**src/rtl/rob_commit_buffer_if.sv**
```systemverilog
// Dispatch, writeback and commit handshakes of the reorder buffer.
// The master side is the pipeline around the ROB and the slave side is the ROB itself.
interface rob_commit_buffer_if #(
  parameter int unsigned DEPTH  = 8,
  parameter int unsigned DATA_W = 32,
  parameter int unsigned RD_W   = 5
);
  localparam int unsigned TAG_W = $clog2(DEPTH);

  logic              alloc_valid;
  logic [RD_W-1:0]   alloc_rd;
  logic              alloc_ready;
  logic [TAG_W-1:0]  alloc_tag;

  logic              wb_valid;
  logic [TAG_W-1:0]  wb_tag;
  logic [DATA_W-1:0] wb_data;

  logic              commit_valid;
  logic [RD_W-1:0]   commit_rd;
  logic [DATA_W-1:0] commit_data;
  logic              commit_ready;

  modport master (
    output alloc_valid, alloc_rd, wb_valid, wb_tag, wb_data, commit_ready,
    input  alloc_ready, alloc_tag, commit_valid, commit_rd, commit_data
  );

  modport slave (
    input  alloc_valid, alloc_rd, wb_valid, wb_tag, wb_data, commit_ready,
    output alloc_ready, alloc_tag, commit_valid, commit_rd, commit_data
  );
endinterface

```
**src/rtl/rob_commit_buffer.sv**
```systemverilog
// In-order reorder buffer: allocates in program order, completes out of order by tag,
// and retires the head entry to the register file once it is done.
module rob_commit_buffer #(
  parameter int unsigned DEPTH  = 8,
  parameter int unsigned DATA_W = 32,
  parameter int unsigned RD_W   = 5
) (
  input  logic                  clk,
  input  logic                  rst,
  input  logic                  flush,
  rob_commit_buffer_if.slave    bus,
  output logic [$clog2(DEPTH):0] count,
  output logic                  empty,
  output logic                  full
);
  localparam int unsigned TAG_W = $clog2(DEPTH);
  localparam logic [TAG_W-1:0] PtrOne = TAG_W'(1);
  localparam logic [TAG_W:0]   CntOne = (TAG_W + 1)'(1);
  localparam logic [TAG_W:0]   CntMax = (TAG_W + 1)'(DEPTH);

  logic [DEPTH-1:0]             valid_q, valid_d;
  logic [DEPTH-1:0]             done_q, done_d;
  logic [DEPTH-1:0][RD_W-1:0]   rd_q, rd_d;
  logic [DEPTH-1:0][DATA_W-1:0] data_q, data_d;
  logic [TAG_W-1:0]             head_q, head_d;
  logic [TAG_W-1:0]             tail_q, tail_d;
  logic [TAG_W:0]               count_q, count_d;

  logic alloc_fire, wb_fire, commit_fire;

  assign full  = (count_q == CntMax);
  assign empty = (count_q == '0);
  assign count = count_q;

  assign bus.alloc_ready  = ~full;
  assign bus.alloc_tag    = tail_q;
  assign bus.commit_valid = valid_q[head_q] & done_q[head_q];
  assign bus.commit_rd    = rd_q[head_q];
  assign bus.commit_data  = data_q[head_q];

  // Full is taken from the registered count, so a same-cycle commit never frees a slot early.
  assign alloc_fire  = bus.alloc_valid & ~full;
  // Only the first result for a live entry is kept; late or stray writebacks drop out here.
  assign wb_fire     = bus.wb_valid & valid_q[bus.wb_tag] & ~done_q[bus.wb_tag];
  assign commit_fire = bus.commit_valid & bus.commit_ready;

  always_comb begin
    valid_d = valid_q;
    done_d  = done_q;
    rd_d    = rd_q;
    data_d  = data_q;
    head_d  = head_q;
    tail_d  = tail_q;
    count_d = count_q;

    if (flush) begin
      valid_d = '0;
      done_d  = '0;
      head_d  = '0;
      tail_d  = '0;
      count_d = '0;
    end else begin
      if (commit_fire) begin
        valid_d[head_q] = 1'b0;
        head_d          = head_q + PtrOne;
      end
      if (alloc_fire) begin
        valid_d[tail_q] = 1'b1;
        done_d[tail_q]  = 1'b0;
        rd_d[tail_q]    = bus.alloc_rd;
        tail_d          = tail_q + PtrOne;
      end
      if (wb_fire) begin
        done_d[bus.wb_tag] = 1'b1;
        data_d[bus.wb_tag] = bus.wb_data;
      end
      unique case ({alloc_fire, commit_fire})
        2'b10:   count_d = count_q + CntOne;
        2'b01:   count_d = count_q - CntOne;
        default: count_d = count_q;
      endcase
    end
  end

  always_ff @(posedge clk or negedge rst) begin
    if (!rst) begin
      valid_q <= '0;
      done_q  <= '0;
      rd_q    <= '0;
      data_q  <= '0;
      head_q  <= '0;
      tail_q  <= '0;
      count_q <= '0;
    end else begin
      valid_q <= valid_d;
      done_q  <= done_d;
      rd_q    <= rd_d;
      data_q  <= data_d;
      head_q  <= head_d;
      tail_q  <= tail_d;
      count_q <= count_d;
    end
  end
endmodule

```
**src/flat_wrapper.sv**
```systemverilog
// flat-port wrapper written by rule: the top's interface ports become plain ports
module rob_commit_buffer_flat 
#(
  parameter int unsigned DEPTH  = 8,
  parameter int unsigned DATA_W = 32,
  parameter int unsigned RD_W   = 5
)
  (clk, rst, flush, count, empty, full, bus_alloc_valid, bus_alloc_rd, bus_wb_valid, bus_wb_tag, bus_wb_data, bus_commit_ready, bus_alloc_ready, bus_alloc_tag, bus_commit_valid, bus_commit_rd, bus_commit_data);
  rob_commit_buffer_if #(.DEPTH(DEPTH), .DATA_W(DATA_W), .RD_W(RD_W)) bus_i ();
  input  logic clk;
  input  logic rst;
  input  logic flush;
  output logic [$clog2(DEPTH):0] count;
  output logic empty;
  output logic full;
  input wire logic [$bits(bus_i.alloc_valid)-1:0] bus_alloc_valid;
  input wire logic [$bits(bus_i.alloc_rd)-1:0] bus_alloc_rd;
  input wire logic [$bits(bus_i.wb_valid)-1:0] bus_wb_valid;
  input wire logic [$bits(bus_i.wb_tag)-1:0] bus_wb_tag;
  input wire logic [$bits(bus_i.wb_data)-1:0] bus_wb_data;
  input wire logic [$bits(bus_i.commit_ready)-1:0] bus_commit_ready;
  output wire logic [$bits(bus_i.alloc_ready)-1:0] bus_alloc_ready;
  output wire logic [$bits(bus_i.alloc_tag)-1:0] bus_alloc_tag;
  output wire logic [$bits(bus_i.commit_valid)-1:0] bus_commit_valid;
  output wire logic [$bits(bus_i.commit_rd)-1:0] bus_commit_rd;
  output wire logic [$bits(bus_i.commit_data)-1:0] bus_commit_data;
  assign bus_i.alloc_valid = bus_alloc_valid;
  assign bus_i.alloc_rd = bus_alloc_rd;
  assign bus_i.wb_valid = bus_wb_valid;
  assign bus_i.wb_tag = bus_wb_tag;
  assign bus_i.wb_data = bus_wb_data;
  assign bus_i.commit_ready = bus_commit_ready;
  assign bus_alloc_ready = bus_i.alloc_ready;
  assign bus_alloc_tag = bus_i.alloc_tag;
  assign bus_commit_valid = bus_i.commit_valid;
  assign bus_commit_rd = bus_i.commit_rd;
  assign bus_commit_data = bus_i.commit_data;
  rob_commit_buffer #(.DEPTH(DEPTH), .DATA_W(DATA_W), .RD_W(RD_W)) u_core (.clk(clk), .rst(rst), .flush(flush), .bus(bus_i), .count(count), .empty(empty), .full(full));
endmodule
```
**config.mk**
```make
export PLATFORM = sky130hd
export DESIGN_NAME = rob_commit_buffer_flat
export DESIGN_NICKNAME = d
export VERILOG_FILES = /design/src/rtl/rob_commit_buffer_if.sv /design/src/rtl/rob_commit_buffer.sv /design/src/flat_wrapper.sv
export SDC_FILE = /design/constraint.sdc
export NUM_CORES = 1
export LEC_CHECK = 0
export CAP_MARGIN = 20
export CORE_UTILIZATION = 25
export DETAILED_ROUTE_END_ITERATION = 7
export DONT_BUFFER_PORTS = 1
export PLACE_DENSITY = 0.44
export SYNTH_ARGS = -nofsm -noshare
export SYNTH_HDL_FRONTEND = slang
export SYNTH_SLANG_ARGS = --single-unit
```
**constraint.sdc**
```tcl
create_clock -name clk -period 2.6 [get_ports clk]
set_input_delay 0.52 -clock clk [delete_from_list [all_inputs] [get_ports clk]]
set_output_delay 0.52 -clock clk [all_outputs]
set_load 0.03 [all_outputs]
```
==> impl_metrics.py, run 1 <==
metrics = {
    "synthesis": {
        "synth_largest_area_cell": "dfrtp_1",
        "synth-seq-cells": 322,
        "synth_cells": 1054,
        "yosys_warnings": 0,
        "synth_flop_cell": "dfrtp_1",
        "synth_top_cell_area_share": 0.5553,
        "synth-edff-count": 0,
        "async_flop_share": 1.000,
        "yosys-top-cells-area": "dfrtp_1 (56%), mux2_2 (19%), a22oi_1 (7.7%)",
        "synth_cell_types": 52,
        "yosysMostFrequentCell": "dfrtp_1",
        "syn_nets": 1105,
        "seq_area_frac_synth": 0.5553,
        "synth_area_per_cell_um2": 13.77,
        "syn_area_um2": 14510,
        "synthTopCellsByCount": "dfrtp_1 (322), mux2_2 (239), a22oi_1 (148)",
    },
    "run_status": {
        "violations": "negative hold slack, negative setup slack",
        "status": "complete, but fails checks",
    },
    "place": {
        "place_congestion": 0.7339,
        "dpl_cell_area_um2": 16490,
        "dp_slack_ns": 0.1730,
        "hpwl_mm": 24.26,
        "numPortBuffers": 0,
    },
    "drt": {
        "wirelength_mm": 44.28,
        "dr.pass1.iters": 4,
        "ant_nets": 0,
        "vias_per_cell": 4.926,
        "wl_per_cell_um": 22.98,
        "drtIter0Drc": 477,
        "vias": 9493,
        "drc": 0,
    },
    "floorplanning": {
        "num_rows": 87,
        "chipWidth_um": 242.9,
        "fp.coreArea_um2": 56820,
        "dieArea_um2": 59010,
        "ios": 94,
        "die_h_um": 242.9,
        "start_util": 0.2554,
    },
    "sta": {
        "timing.hold.ws_ns": -0.3412,
        "worst_slew_pin_slew_ns": 1.064,
        "final.setup.tns_ns": -6.048,
        "hold_viol": 322,
        "finalSetupViolCount": 37,
        "fin_worst_skew_ns": 0.02139,
        "fin_crit_sh": 1.094,
        "layout_min_cycle_time_ns": 2.843,
        "relSlewSlack": 0.2907,
        "finalMaxSlewViolations": 0,
        "max_freq_mhz": 351.7,
        "grt_setup_unrepaired": "true",
        "fin_ws_ns": -0.2434,
    },
    "grt": {
        "grt_start_max_net_pins": 323,
        "grt_pass1_wl_mm": 66.13,
        "grt.overflow.total": 0,
        "antenna_found_initial": 2,
        "grt_util_all_layers": 0.1477,
        "first_global_vias": 10080,
    },
    "setup_path": {
        "reg2reg_slack_ns": 0.09,
        "r2r-end": "u_core.count[3]",
        "startpoint_type": "register",
        "cp_max_fo": 27,
        "cp.required_ns": 2.08,
        "worstReg2RegStart": "u_core.head_q[2]",
        "arrival_ns": 2.32,
        "rr_worst_depth": 12,
        "path_class": "reg2out",
        "end_kind": "output port",
    },
    "finish": {
        "fillerInstances": 5585,
        "drive_gt1_frac": 0.5064,
        "layout.nets": 1195,
        "seqCellArea_um2": 8064,
        "syn_to_final_growth_pct": 29.91,
        "multiInputGateArea_um2": 6626,
        "final_area_um2": 18850,
        "diodes": 0,
    },
    "clocking": {
        "cts_sinks": 322,
        "root_buffer": "clkbuf_16",
        "cts_max_path_buffers": 3,
        "cts_tree": "yes",
        "insertion_delay_ns": 0.56,
        "ctsHoldBuffers": 1,
        "numCtsBuffers": 39,
        "clk_pin_slew_ns": 0.06,
        "h-tree-depth": 2,
    },
    "pwr": {
        "power.leakage_nw": 8.535,
        "power_density_nw_per_um2": 609.5,
        "ir_drop_mv": 0.4444,
    },
    "min_path": {
        "hp-class": "in2async",
    },
    "run": {
        "drv_cap": 0,
    },
}
placed cells by master, fill, tap and decap left out, types with 4 or more instances in the layout:
cell | netlist | final
a21oi_1 | 5 | 4
a22oi_1 | 148 | 73
a22oi_2 | 0 | 75
buf_12 | 0 | 59
buf_16 | 0 | 5
buf_4 | 1 | 39
buf_6 | 9 | 15
clkbuf_1 | 34 | 11
clkbuf_16 | 0 | 47
clkbuf_8 | 0 | 9
clkinv_2 | 0 | 4
dfrtp_1 | 322 | 317
dfrtp_2 | 0 | 5
ha_1 | 4 | 4
inv_1 | 6 | 6
mux2_2 | 239 | 239
mux2_4 | 59 | 59
mux2i_1 | 4 | 4
nand2_1 | 33 | 32
nand3_1 | 11 | 10
nand4_1 | 40 | 40
nand4_4 | 0 | 5
nor2_1 | 11 | 8
nor2b_1 | 10 | 8
nor3_1 | 7 | 6
nor3b_1 | 7 | 4
o211ai_1 | 4 | 4
o21ai_0 | 13 | 13
o311ai_0 | 4 | 4
worst max-delay path, cell delays in order (launching register included):
cell     delay [ns]
dfrtp_2        0.40
buf_6          0.13
buf_12         0.13
nor3b_4        0.16
buf_12         0.17
a22oi_1        0.23
nand4_1        0.26
buf_12         0.23
per-layer routing:
layer,track usage,share of wire
met1,0.1986,0.46
met2,0.2371,0.47
met3,0.02919,0.043
met4,0.04846,0.024
met5,0,0.00029
worst max-delay path by stage:
stage | endpoint | slack (ns) | startpoint | cells past startpoint
2_1_floorplan | u_core.count[3] | 0.002 | u_core.count[1] | 11
3_3_place_gp | bus_commit_data[28] | 0.22 | u_core.head_q[2] | 6
3_5_place_dp | bus_commit_data[28] | 0.17 | u_core.head_q[0] | 6
4_1_cts | bus_commit_data[25] | -0.31 | u_core.head_q[2] | 8
5_1_grt | bus_commit_data[28] | -0.33 | u_core.head_q[0] | 8
6_report | bus_commit_data[10] | -0.24 | u_core.head_q[2] | 7
stage by stage:
step           power [W]  utilization  instances
6_report         0.01149       0.3318       1927
5_1_grt          0.01195       0.3318       1927
4_1_cts          0.01164       0.3220       1912
3_5_place_dp    0.006301       0.2902       1822
3_3_place_gp    0.006281       0.2902       1822
2_1_floorplan   0.005985            -       1054
sequential cells by signal (all words and copies together), names as in the netlist:
name / flops
u_core.bus.alloc_tag: 3
u_core.count: 4
u_core.data_q: 256
u_core.done_q: 8
u_core.head_q: 3
u_core.rd_q: 40
u_core.valid_q: 8
report_power, final:
| part | leakage (nW) | internal (W) | total (W) | switching (W) |
|---|---|---|---|---|
| registers | 4.43 | 0.00528 | 0.00545 | 0.000167 |
| clock network | 0.602 | 0.00309 | 0.00524 | 0.00215 |
| logic | 3.50 | 0.000475 | 0.000798 | 0.000323 |
kinds of logic (layout without fill, tap and decap cells):
kind of cell | after synthesis | count (layout) | synth area share
simple gates | 147 | 147 | 0.05958
xor+xnor | 5 | 5 | 0.003967
compound gates | 190 | 190 | 0.09812
fa+ha+maj | 5 | 5 | 0.004829
flops | 322 | 322 | 0.5553
buf+inv | 83 | 200 | 0.02897
mux | 302 | 302 | 0.2493
what timing repair did:
item / in CTS / in global routing
resized for setup: 64 / 70
pin swaps: 26 / 41
buffers inserted: 16 / 9
endpoints found under the hold margin: 329 / 322
setup endpoints to repair: 38 / 40
gates cloned: 5 / 8
layout make-up:
cell class	count	area share
clock buffer	60	0.06186
timing repair buffer	126	0.1043
sequential	322	0.4278
tap	756	0.05018
clock inverter	8	0.003252
multi-input combinational	649	0.3515
inverter	6	0.001195
No activity file was read; power rests on OpenSTA's default activity.
==> run 2, diff against run 1 <==
Settings changed: CTS_BUF_LIST from default to sky130_fd_sc_hd__clkbuf_4.
==> impl_metrics.py, run 2 (synthesis results as in run 1) <==
metrics = {
    "sta": {
        "hold_viol": 322,
        "fin_ws_ns": -0.4859,
        "finalMaxSlewViolations": 0,
        "final.setup.tns_ns": -15.30,
        "max_freq_mhz": 324.1,
        "fin_worst_skew_ns": 0.07681,
        "timing.hold.ws_ns": -0.6104,
        "relSlewSlack": 0.1926,
        "fin_crit_sh": 1.187,
        "worst_slew_pin_slew_ns": 1.211,
        "layout_min_cycle_time_ns": 3.086,
        "grt_setup_unrepaired": "true",
        "finalSetupViolCount": 39,
    },
    "finish": {
        "largest-register": "u_core.data_q",
        "syn_to_final_growth_pct": 32.64,
        "reg_top3": "u_core.data_q: 256 flops, u_core.rd_q: 40 flops",
        "mostFrequentLayoutCells": "dfrtp_1 (317), mux2_2 (239), clkbuf_4 (138), a22oi_1 (78), a22oi_2 (70)",
        "largest_reg_flops": 256,
        "utilization": 0.3388,
        "layout.nets": 1289,
        "final_common_cell": "dfrtp_1",
        "fillerInstances": 5669,
        "drive_gt1_frac": 0.5245,
        "instances_no_fill": 2066,
        "multiInputGateArea_um2": 6641,
        "seqCellArea_um2": 8064,
    },
    "setup_path": {
        "startpoint_type": "register",
        "slowest_stage": "dfrtp_2",
        "rr_worst_depth": 13,
        "cp_max_fo": 10,
        "r2r-end": "u_core.count[3]",
        "path_cells": "buf_8 > nor3b_4 > buf_4 > clkbuf_16 > a22oi_2 > nand4_1 > buf_12",
        "arrival_ns": 2.57,
        "cp.required_ns": 2.08,
        "path_class": "reg2out",
        "reg2reg_slack_ns": 0.03,
        "end_kind": "output port",
        "setup.worst_path.start": "u_core.head_q[2]",
        "critPathMaxStageDelay_ns": 0.42,
        "worstReg2RegStart": "u_core.head_q[0]",
    },
    "drt": {
        "wirelength_mm": 46.69,
        "drtIter0Drc": 439,
        "wl_per_cell_um": 22.60,
        "vias_per_cell": 4.857,
        "drc": 0,
        "vias": 10030,
        "dr.pass1.iters": 5,
        "ant_nets": 0,
    },
    "floorplanning": {
        "start_util": 0.2554,
        "chipWidth_um": 242.9,
        "ios": 94,
        "die_h_um": 242.9,
        "dieArea_um2": 59010,
        "fp.coreArea_um2": 56820,
        "num_rows": 87,
    },
    "clocking": {
        "ctsHoldBuffers": 42,
        "h-tree-depth": 3,
        "clk_pin_slew_ns": 0.07,
        "cts_sinks": 322,
        "root_buffer": "clkbuf_4",
        "insertion_delay_ns": 0.83,
        "numCtsBuffers": 92,
        "cts_max_path_buffers": 3,
        "cts_tree": "yes",
    },
    "grt": {
        "grt.overflow.total": 0,
        "first_global_vias": 10730,
        "grt_pass1_wl_mm": 68.42,
        "antenna_found_initial": 7,
        "grt_start_max_net_pins": 323,
        "grt_util_all_layers": 0.1534,
    },
    "place": {
        "numPortBuffers": 0,
        "place_congestion": 0.7339,
        "place_inst": 1822,
        "hpwl_mm": 24.26,
    },
    "min_path": {
        "hp-class": "in2async",
    },
    "run_status": {
        "status": "complete, but fails checks",
        "violations": "negative hold slack, negative setup slack",
    },
    "pwr": {
        "power_w": 0.01131,
        "ir_drop_mv": 0.2476,
        "power_density_nw_per_um2": 587.6,
        "power.leakage_nw": 8.805,
    },
    "run": {
        "drv_cap": 0,
    },
}
-- run 2: area by class of cell --
type | instances | share of cell area
timing repair buffer | 167 | 0.1218
antenna | 4 | 0.0005200
clock buffer | 138 | 0.05382
inverter | 6 | 0.001365
sequential | 322 | 0.4189
clock inverter | 24 | 0.009360
multi-input combinational | 649 | 0.3450
tap | 756 | 0.04914
-- run 2: worst max-delay path by stage --
stage | endpoint | slack [ns] | cells past startpoint
6_report | bus_commit_data[27] | -0.49 | 7
5_1_grt | bus_commit_data[30] | -0.62 | 7
4_1_cts | bus_commit_data[21] | -0.60 | 7
3_5_place_dp | bus_commit_data[28] | 0.17 | 6
3_3_place_gp | bus_commit_data[28] | 0.22 | 6
2_1_floorplan | u_core.count[3] | 0.002 | 11
-- run 2: metal layers --
metal,global-route usage,up-vias,share of wire,routed length [um]
met3,0.03660,80,0.044,2043
met5,0,-,0.00047,22
met2,0.2376,212,0.46,21680
met4,0.06400,4,0.025,1185
li1,-,4427,-,-
met1,0.2044,5311,0.47,21760
-- run 2: power breakdown --
part	internal [W]	total [W]	leakage, nW	switching, W
logic	0.000513	0.000913	3.65	0.000400
registers	0.00528	0.00544	4.43	0.000158
clock network	0.00271	0.00496	0.720	0.00225
-- run 2: through the flow --
stage                     setup slack [ns]  instance area [um^2]
after floorplan                   0.002012                 14540
after global placement              0.2156                 16490
after detailed placement            0.1730                 16490
after CTS                          -0.6004                 18770
after global routing               -0.6157                 19250
final                              -0.4859                 19250
-- run 2: what timing repair did --
| item | 4_1_cts | 5_1_grt |
|---|---|---|
| gates cloned | 8 | 7 |
| resized for setup | 76 | 70 |
| endpoints found under the setup margin | 40 | 41 |
| buffers inserted | 15 | 15 |
| pin swaps | 30 | 51 |
| hold endpoints to repair | 632 | 322 |
-- run 2: worst max-delay path: cells and delay by family, from the launching register on --
| kind | cells | cell delay (ns) |
|---|---|---|
| simple gates | 2 | 0.39 |
| buf+inv | 4 | 0.73 |
| flops | 1 | 0.42 |
| compound gates | 1 | 0.18 |
==> run 3, diff against run 2 <==
Settings changed: RECOVER_POWER from default to 100.
==> impl_metrics.py, run 3 (synthesis results as in run 1) <==
metrics = {
    "run_status": {
        "status": "complete, but fails checks",
        "violations": "negative hold slack, negative setup slack",
    },
    "place": {
        "place_congestion": 0.7339,
        "numPortBuffers": 0,
        "place_inst": 1822,
        "hpwl_mm": 24.26,
    },
    "min_path": {
        "hp-class": "in2async",
    },
    "setup_path": {
        "startpoint_type": "register",
        "critPathMaxStageDelay_ns": 0.42,
        "reg2reg_slack_ns": -0.02,
        "cp_top_family": "buffers and inverters",
        "rr_worst_depth": 13,
        "cp.required_ns": 2.08,
        "crit_buf_inv": 4,
        "worstReg2RegStart": "u_core.head_q[0]",
        "slowest_stage": "dfrtp_2",
        "end_kind": "output port",
        "cp_max_fo": 10,
        "path_class": "reg2out",
        "arrival_ns": 2.57,
        "r2r-end": "u_core.count[2]",
        "path_cells": "buf_8 > nor3b_4 > buf_4 > clkbuf_16 > a22oi_2 > nand4_1 > buf_12",
    },
    "clocking": {
        "ctsHoldBuffers": 42,
        "root_buffer": "clkbuf_4",
        "cts_tree": "yes",
        "numCtsBuffers": 92,
        "cts_sinks": 322,
        "clk_pin_slew_ns": 0.07,
        "insertion_delay_ns": 0.84,
        "h-tree-depth": 3,
        "cts_max_path_buffers": 3,
    },
    "drt": {
        "drc": 0,
        "vias_per_cell": 4.863,
        "vias": 10050,
        "wirelength_mm": 46.59,
        "drtIter0Drc": 436,
        "wl_per_cell_um": 22.54,
        "dr.pass1.iters": 4,
        "ant_nets": 0,
    },
    "finish": {
        "instances_no_fill": 2067,
        "largest_reg_flops": 256,
        "drive_gt1_frac": 0.4954,
        "largest-register": "u_core.data_q",
        "mostFrequentLayoutCells": "dfrtp_1 (317), mux2_2 (239), clkbuf_4 (143), a22oi_1 (78), a22oi_2 (70)",
        "syn_to_final_growth_pct": 30.76,
        "final_common_cell": "dfrtp_1",
        "reg_top3": "u_core.data_q: 256 flops, u_core.rd_q: 40 flops",
        "layout.nets": 1289,
    },
    "floorplanning": {
        "num_rows": 87,
        "die_h_um": 242.9,
        "start_util": 0.2554,
        "dieArea_um2": 59010,
        "fp.coreArea_um2": 56820,
        "chipWidth_um": 242.9,
        "ios": 94,
    },
    "grt": {
        "grt_start_max_net_pins": 323,
        "grtUsageMet3": 0.03660,
        "antenna_found_initial": 7,
        "grt.met1_usage": 0.2044,
        "first_global_vias": 10730,
        "grt.overflow.total": 0,
        "grt_pass1_wl_mm": 68.42,
        "grt_util_all_layers": 0.1534,
        "grt_util_met2": 0.2376,
        "grt_busiest_layer": "met2",
    },
    "sta": {
        "fin_worst_skew_ns": 0.07464,
        "grt_setup_unrepaired": "true",
        "fin_crit_sh": 1.188,
        "fin_ws_ns": -0.4877,
        "hold_viol": 322,
        "layout_min_cycle_time_ns": 3.088,
        "finalSetupViolCount": 48,
        "timing.hold.ws_ns": -0.6109,
        "relSlewSlack": 0.1396,
        "finalMaxSlewViolations": 0,
        "worst_slew_pin_slew_ns": 1.291,
        "max_freq_mhz": 323.9,
    },
    "pwr": {
        "power_w": 0.01128,
        "ir_drop_mv": 0.2476,
        "power_density_nw_per_um2": 594.2,
        "power.leakage_nw": 8.725,
    },
    "run": {
        "drv_cap": 0,
    },
}
[run 3: cell types whose count changed in the layout (fill, tap and decap cells not counted), sizes merged]
cell    change
buf        -22
clkbuf     +22
diode       +1
[run 3: worst max path at each step]
| stage | depth (start not counted) | slack (ns) | start | end |
|---|---|---|---|---|
| after detailed placement | 6 | 0.17 | u_core.head_q[0] | bus_commit_data[28] |
| after CTS | 7 | -0.60 | u_core.head_q[0] | bus_commit_data[21] |
| after floorplan | 11 | 0.002 | u_core.count[1] | u_core.count[3] |
| after global routing | 7 | -0.62 | u_core.head_q[2] | bus_commit_data[30] |
| final | 7 | -0.49 | u_core.head_q[2] | bus_commit_data[27] |
| after global placement | 6 | 0.22 | u_core.head_q[2] | bus_commit_data[28] |
[run 3: per-layer routing]
metal / part of all wire / vias up
met4: 0.026 / 4
met2: 0.47 / 224
met1: 0.46 / 5311
li1: - / 4432
met3: 0.049 / 81
met5: 0.00047 / -
[run 3: where the power goes]
group / total, W / internal (W) / switching [W]
Sequential: 0.00544 / 0.00528 / 0.000157
Combinational: 0.000882 / 0.000487 / 0.000395
Clock: 0.00496 / 0.00271 / 0.00225
[run 3: timing repair]
| item | 4_1_cts | 5_1_grt |
|---|---|---|
| resized for setup | 76 | 70 |
| cloned | 8 | 7 |
| endpoints found under the setup margin | 40 | 41 |
| buffers inserted | 15 | 15 |
| endpoints found under the hold margin | 632 | 322 |
| pin swaps | 30 | 51 |
[run 3: stage by stage]
step | area [um^2] | TNS (ns) | setup slack (ns) | utilization
CTS | 18770 | -20.50 | -0.6004 | 0.3304
floorplan | 14540 | 0 | 0.002012 | -
finish | 18980 | -15.67 | -0.4877 | 0.3340
global placement | 16490 | 0 | 0.2156 | 0.2902
detailed placement | 16490 | 0 | 0.1730 | 0.2902
global route | 18970 | -27.46 | -0.6157 | 0.3339
[run 3: cell type report]
type,instances,area [um^2]
Clock buffer,138,1036
Clock inverter,24,180.2
Sequential cell,322,8064
Timing Repair Buffer,167,2203
Tap cell,756,945.9
Inverter,6,26.28
Multi-Input combinational cell,649,6507
Antenna cell,5,12.51
Fill cell,5726,37850
[run 3: worst reg2reg max path, stage by stage (launching register included)]
cell,delay [ns]
dfrtp_2,0.43
buf_6,0.13
buf_6,0.13
nor2b_1,0.14
a311oi_2,0.08
buf_4,0.17
o32a_1,0.35
nor2_4,0.19
buf_4,0.15
ha_4,0.21
xnor2_2,0.18
nor3_1,0.06
mux2i_1,0.17
o211ai_1,0.11
